==> config.mk <==
export PLATFORM = sky130hd
export DESIGN_NAME = input_port_unit
export DESIGN_NICKNAME = d
export VERILOG_FILES = /design/src/rtl/input_port_unit.sv
export SDC_FILE = /design/constraint.sdc
export NUM_CORES = 1
export LEC_CHECK = 0
export CORE_UTILIZATION = 46
export DETAILED_ROUTE_END_ITERATION = 10
export MAX_ROUTING_LAYER = met4
export PLACE_DENSITY = 0.78
export SYNTH_ARGS = -nofsm -noshare
export SYNTH_HDL_FRONTEND = slang
export SYNTH_SLANG_ARGS = --single-unit
==> constraint.sdc <==
create_clock -name clk -period 2.87 [get_ports clk]
set_clock_uncertainty 0.15 [all_clocks]
set_input_delay 0.287 -clock clk [delete_from_list [all_inputs] [get_ports clk]]
set_output_delay 0.287 -clock clk [all_outputs]
set_load 0.005 [all_outputs]
==> src/rtl/input_port_unit.sv <==
// ---------------------------------------------------------------------------
// input_port_unit
//
// Requester side of the router's switch-allocation interface. One instance
// sits behind each router input. Incoming flits are buffered in a small FIFO;
// the head flit of each packet is routed XY-style. The resulting destination
// code is handed to the switch allocator. The packet is then streamed onto
// the crossbar while this input holds the grant. The output is released by
// presenting `EMPTY for one strobe cycle.
//
// Ports:
//   clk           clock
//   rst           synchronous reset, active-high
//   in_flit       flit from upstream link
//   in_valid      in_flit valid
//   in_ready      FIFO can accept a flit (simply !full)
//   port_dst      destination code to the switch allocator
//   port_en       port_dst update strobe to the switch allocator
//   grant         crossbar output currently selects this input
//   out_flit      FIFO head, straight to the crossbar
//   out_flit_vld  out_flit is being transferred this cycle
//   drop_cnt      malformed-flit drop count
//
// Optional feature macro: INPUT_PORT_DROP_CNT_EN
//   Defined   -> drop_cnt counts malformed-flit drops, saturating at 8'hFF.
//   Undefined -> drop_cnt is tied to zero; drops still happen.
// ---------------------------------------------------------------------------

`ifndef EMPTY
`define EMPTY          3'd0
`endif
`ifndef OUT_X1_PORT
`define OUT_X1_PORT    3'd1
`endif
`ifndef OUT_X2_PORT
`define OUT_X2_PORT    3'd2
`endif
`ifndef OUT_Y1_PORT
`define OUT_Y1_PORT    3'd3
`endif
`ifndef OUT_LOCAL_PORT
`define OUT_LOCAL_PORT 3'd4
`endif

module input_port_unit #(
  parameter int DATA_W = 32,
  parameter int DEPTH  = 4,
  parameter int X_POS  = 0,
  parameter int Y_POS  = 0
) (
  input  logic              clk,
  input  logic              rst,
  input  logic [DATA_W-1:0] in_flit,
  input  logic              in_valid,
  output logic              in_ready,
  output logic [2:0]        port_dst,
  output logic              port_en,
  input  logic              grant,
  output logic [DATA_W-1:0] out_flit,
  output logic              out_flit_vld,
  output logic [7:0]        drop_cnt
);

  localparam int PTR_W = $clog2(DEPTH);
  localparam int CNT_W = PTR_W + 1;
  localparam logic [1:0] MY_X = X_POS[1:0];
  localparam logic       MY_Y = Y_POS[0];

  typedef enum logic [1:0] {
    IDLE,
    XFER,
    REL
  } state_t;

  logic [DATA_W-1:0] r_mem [DEPTH];
  logic [PTR_W-1:0]  r_wrPtr;
  logic [PTR_W-1:0]  r_rdPtr;
  logic [CNT_W-1:0]  r_count;
  state_t            r_state;
  logic [2:0]        r_portDst;
  logic              r_portEn;

  logic [DATA_W-1:0] w_head;
  logic [1:0]        w_type;
  logic              w_full;
  logic              w_empty;
  logic              w_push;
  logic              w_pop;
  logic              w_isStart;
  logic              w_isLast;
  logic [2:0]        w_route;
  state_t            w_nextState;
  logic [2:0]        w_nextDst;
  logic              w_nextEn;
  logic              w_flitVld;

  assign w_head    = r_mem[r_rdPtr];
  assign w_type    = w_head[DATA_W-1:DATA_W-2];
  assign w_full    = (r_count == CNT_W'(DEPTH));
  assign w_empty   = (r_count == '0);
  assign w_push    = in_valid && !w_full;
  // Type bit 0 set means head or single (opens a packet); bit 1 set means
  // tail or single (closes a packet).
  assign w_isStart = w_type[0];
  assign w_isLast  = w_type[1];

  assign in_ready     = !w_full;
  assign out_flit     = w_head;
  assign out_flit_vld = w_flitVld;
  assign port_dst     = r_portDst;
  assign port_en      = r_portEn;

  // FIFO storage; no reset needed since the pointers define what is valid.
  always_ff @(posedge clk) begin
    if (w_push) begin
      r_mem[r_wrPtr] <= in_flit;
    end
  end

  // FIFO pointers wrap naturally because DEPTH is a power of two.
  always_ff @(posedge clk) begin
    if (rst) begin
      r_wrPtr <= '0;
      r_rdPtr <= '0;
      r_count <= '0;
    end else begin
      if (w_push) r_wrPtr <= r_wrPtr + PTR_W'(1);
      if (w_pop)  r_rdPtr <= r_rdPtr + PTR_W'(1);
      case ({w_push, w_pop})
        2'b10:   r_count <= r_count + CNT_W'(1);
        2'b01:   r_count <= r_count - CNT_W'(1);
        default: r_count <= r_count;
      endcase
    end
  end

  // XY routing on whatever flit is at the FIFO head: X first, then Y.
  always_comb begin
    w_route = `OUT_LOCAL_PORT;
    if (w_head[2:1] > MY_X) begin
      w_route = `OUT_X2_PORT;
    end else if (w_head[2:1] < MY_X) begin
      w_route = `OUT_X1_PORT;
    end else if (w_head[0] != MY_Y) begin
      w_route = `OUT_Y1_PORT;
    end
  end

  // Request/stream/release sequencing. The head flit stays in the FIFO
  // during the request cycle so that it is the first flit streamed once
  // the grant arrives.
  always_comb begin
    w_nextState = r_state;
    w_nextDst   = r_portDst;
    w_nextEn    = 1'b0;
    w_pop       = 1'b0;
    w_flitVld   = 1'b0;
    case (r_state)
      IDLE: begin
        if (!w_empty) begin
          if (w_isStart) begin
            w_nextEn    = 1'b1;
            w_nextDst   = w_route;
            w_nextState = XFER;
          end else begin
            w_pop = 1'b1;
          end
        end
      end
      XFER: begin
        if (grant && !w_empty) begin
          w_pop     = 1'b1;
          w_flitVld = 1'b1;
          if (w_isLast) w_nextState = REL;
        end
      end
      REL: begin
        w_nextEn    = 1'b1;
        w_nextDst   = `EMPTY;
        w_nextState = IDLE;
      end
      default: w_nextState = IDLE;
    endcase
  end

  // Registered state and switch-allocator outputs.
  always_ff @(posedge clk) begin
    if (rst) begin
      r_state   <= IDLE;
      r_portDst <= `EMPTY;
      r_portEn  <= 1'b0;
    end else begin
      r_state   <= w_nextState;
      r_portDst <= w_nextDst;
      r_portEn  <= w_nextEn;
    end
  end

`ifdef INPUT_PORT_DROP_CNT_EN
  logic [7:0] r_dropCnt;

  // The only pop that happens in IDLE is a malformed-flit drop.
  always_ff @(posedge clk) begin
    if (rst) begin
      r_dropCnt <= 8'd0;
    end else if (w_pop && (r_state == IDLE) && (r_dropCnt != 8'hFF)) begin
      r_dropCnt <= r_dropCnt + 8'd1;
    end
  end

  assign drop_cnt = r_dropCnt;
`else
  assign drop_cnt = 8'd0;
`endif

endmodule

==> results.md <==
- Static leakage power: 2.30 nW
- Worst IR Drop VDD: 0.000533 V
- Max stage delay on crit path: 560 ps
- Req. time, crit path: 3050 ps
- TNS Setup: 0 ps
- Status: finished clean
- Endpoint type of the worst setup path: register
- Vias in the first global route: 2785
- Maximum fanout along the worst path: 3
- Cell area power density: 961 nW/um2
- Cell internal pwr: 5.08 mW
- Cells traversed along the worst timing path: mux4_2 -> a2111oi_4 -> ha_2 -> inv_1 -> fa_1 -> xor2_1 -> or3_1 -> a21oi_1
- Sw Ratio: 0.243
- Max-capacitance violation count: 0
- Critical path start-end classification: reg2reg
- Post-synthesis instance area: 5400 um2
- Element type at the critical path start: register
- Weighted congestion at the end of routability-driven global placement: 0.716
- Final nets: 392
- Cell area after placement: 6330 um2
- Relative slew margins: 0.643
- Total number of H-tree levels: 4
- Residual DRC count: 0
- Clock Tree Root: clkbuf_16
- Vias post-DR: 2687
- Sequential fraction of design power: 0.396
- Hold WC Path Type: reg2reg
- Tot GR Track Use: 0.174
- CTS buffer count: 17
- Top Family by Delay on Critical Path: adder cells
- Average cell area after synthesis: 21.0 um2
- Initial antenna violation count: 0
- Unrepaired setup endpoints after global routing: no
- Part of the total power dissipated in combinational logic: 0.256
- Placeable core region: 11400 um2
- Number of hold buffers added after CTS: 0
- TritonCTS clock tree: built
- First-iteration detailed-routing DRC count: 176
- Pins over their slew limit: 0
- Count of yosys warnings during synthesis: 0
- Number of instances in the synthesized netlist: 257
- Average wire per cell in the routed design: 18.1 um
- Total of flip-flops plus latches after synthesis: 143
- Worst-Margin Slew: 534 ps
- Number of distinct standard cells referenced by the synthesized netlist: 33
- Number of buffer and inverter stages on the critical path: 1
- Start point of the worst hold path: port_dst[1]
- Reported net switching power: 1.64 mW
- Portion of synthesized cell area occupied by the leading cell type: 0.712
- Buffer depth of the longest clock path: 2
- Share of flip-flops with an asynchronous set or reset after synthesis: 0
- Die boundary width: 110 um
- Site row count: 39
- Post-route worst hold slack: 333 ps
- Hpwl dp: 5740 um
- GRT Residual Overflow: 0
- Number of optimization iterations in the first detailed-route pass: 6
- CTS Sinks: 143
- Die area: 12200 um2
- Layout overhead on the synthesized area: 29.4%
- Number of nets with antenna violations after detailed routing: 0
- Worst-path clk slew: 60 ps
- Clk pwr share: 0.348
- Share of the clock period used by the worst path: 0.961
- Sequential area share after synthesis: 0.768
- Wire length of the first global-routing pass: 14500 um
- Dominant cells by area after synthesis: edfxtp_1, mux4_2, dfxtp_1
- Chip height: 110 um
- Area leader, netlist: edfxtp_1
- Layout cell share with drive strength beyond 1: 0.224
- Worst-path cell with the longest stage delay: mux4_2
- Buffers added on ports: 73
- Antenna diode count: 0
- EDFF count, synth: 128
- Initial Utilization: 0.473
- Dpl ws: 133 ps
- Top_reg_cell synth: edfxtp_1
- Arrival time at the worst endpoint: 2940 ps
- Slack of the critical path: 113 ps
- Min Tclk post-route: 2760 ps
- Drt total wl: 9100 um
- Final count of negative-setup-slack endpoints: 0
- Fmax achieved: 0.363 GHz
- Later-pin clock latency in the skew report: 410 ps
- Finished layout cell area: 6990 um2
- Number of primary I/O pins: 82
- Via density per instance: 5.33
- Maximum number of pins on one net before global-route repair: 32
- Hold Violations, Final: 0
==> per-stage QoR <==
stage	utilization	instances	power (mW)
detailed placement	0.555	473	4.42
global route	0.612	504	7.03
finish	0.612	504	6.72
global placement	0.555	473	4.38
CTS	0.611	503	6.78
floorplan	-	264	3.63
==> metal layers <==
layer	vias to the layer above	GRT usage	share of wire	wire, um
li1	1211	-	-	-
met1	1373	0.229	0.43	3920
met2	96	0.261	0.50	4510
met3	7	0.0470	0.067	611
met4	0	0.0677	0.0073	66
met5	-	-	0	0
==> layout make-up <==
| type | instances | area (um2) |
|---|---|---|
| clock inverters | 13 | 215 |
| inverters | 8 | 30.0 |
| repair buffers | 83 | 835 |
| fillers | 819 | 4430 |
| clock buffers | 17 | 425 |
| multi-input cells | 97 | 1160 |
| well taps | 143 | 179 |
| flip-flops and latches | 143 | 4150 |
==> final timing paths <==
path | slack [ps] | cells after the start | endpoint
setup / recovery | 110 | 8 | r_count[2]
hold / removal | 330 | 2 | port_dst[1]
setup reg to reg | 110 | 8 | r_count[2]
hold reg to reg | 330 | 2 | port_dst[1]
==> timing repair <==
item | 4_1_cts | 5_1_grt
setup endpoints to repair | 2 | 1
resized for setup | 1 | 1
cloned | 0 | 0
setup buffers | 0 | 1
endpoints found under the hold margin | 0 | 0
==> cell families (layout without fill, tap and decap cells) <==
group / Yosys count / after routing / share of synthesized area
muxes: 32 / 32 / 0.134
xor gates and xnor gates: 4 / 4 / 0.00649
adders and majority gates: 6 / 6 / 0.0153
other: 1 / 8 / 0.000695
and+or+nand+nor: 35 / 35 / 0.0334
DFF: 143 / 143 / 0.768
buffers and inverters: 24 / 121 / 0.0243
AOI/OAI and AO/OA: 12 / 12 / 0.0181
==> cells in the mapped netlist (all sizes together) (3+ instances only) <==
cell type / instances
nand2: 4
nor2: 12
and3: 4
nand2b: 3
buf: 14
mux4: 32
ha: 5
a21oi: 6
inv: 8
dfxtp: 15
edfxtp: 128
nor3: 3
==> sequential cells by signal, indices dropped and copies added (netlist names), named ones only <==
register / cells
port_en: 1
r_mem: 128
r_state: 2
r_rdPtr: 2
r_wrPtr: 2
port_dst: 3
r_count: 3
==> worst reg2reg max path, delay by kind of cell, from the launching register on <==
family                     cells  cell delay, ps
AOI/OAI and AO/OA              2             490
buffers and inverters          1              60
DFF                            1             340
xor gates and xnor gates       1             160
adders and majority gates      2             630
and+or+nand+nor                1             310
muxes                          1             560
==> power groups by stage <==
stage | Combinational, mW | Clock (mW) | Sequential [mW]
global placement | 1.70 | 0 | 2.68
finish | 1.72 | 2.34 | 2.66
CTS | 1.74 | 2.38 | 2.66
detailed placement | 1.72 | 0 | 2.70
floorplan | 0.954 | 0 | 2.68
global route | 1.88 | 2.46 | 2.69
==> cells in the final DEF, fill, tap and decap left out, drive strengths merged, types with 3 or more instances in the layout <==
| cell type | n |
|---|---|
| clkdlybuf4s50 | 73 |
| nor3 | 3 |
| clkinv | 3 |
| clkinvlp | 4 |
| nand2 | 4 |
| a21oi | 6 |
| mux4 | 32 |
| buf | 10 |
| clkbuf | 17 |
| conb | 8 |
| and3 | 4 |
| dfxtp | 15 |
| nand2b | 3 |
| nor2 | 12 |
| edfxtp | 128 |
| inv | 9 |
| bufinv | 5 |
| ha | 5 |
(Power assumes the default switching activity.)
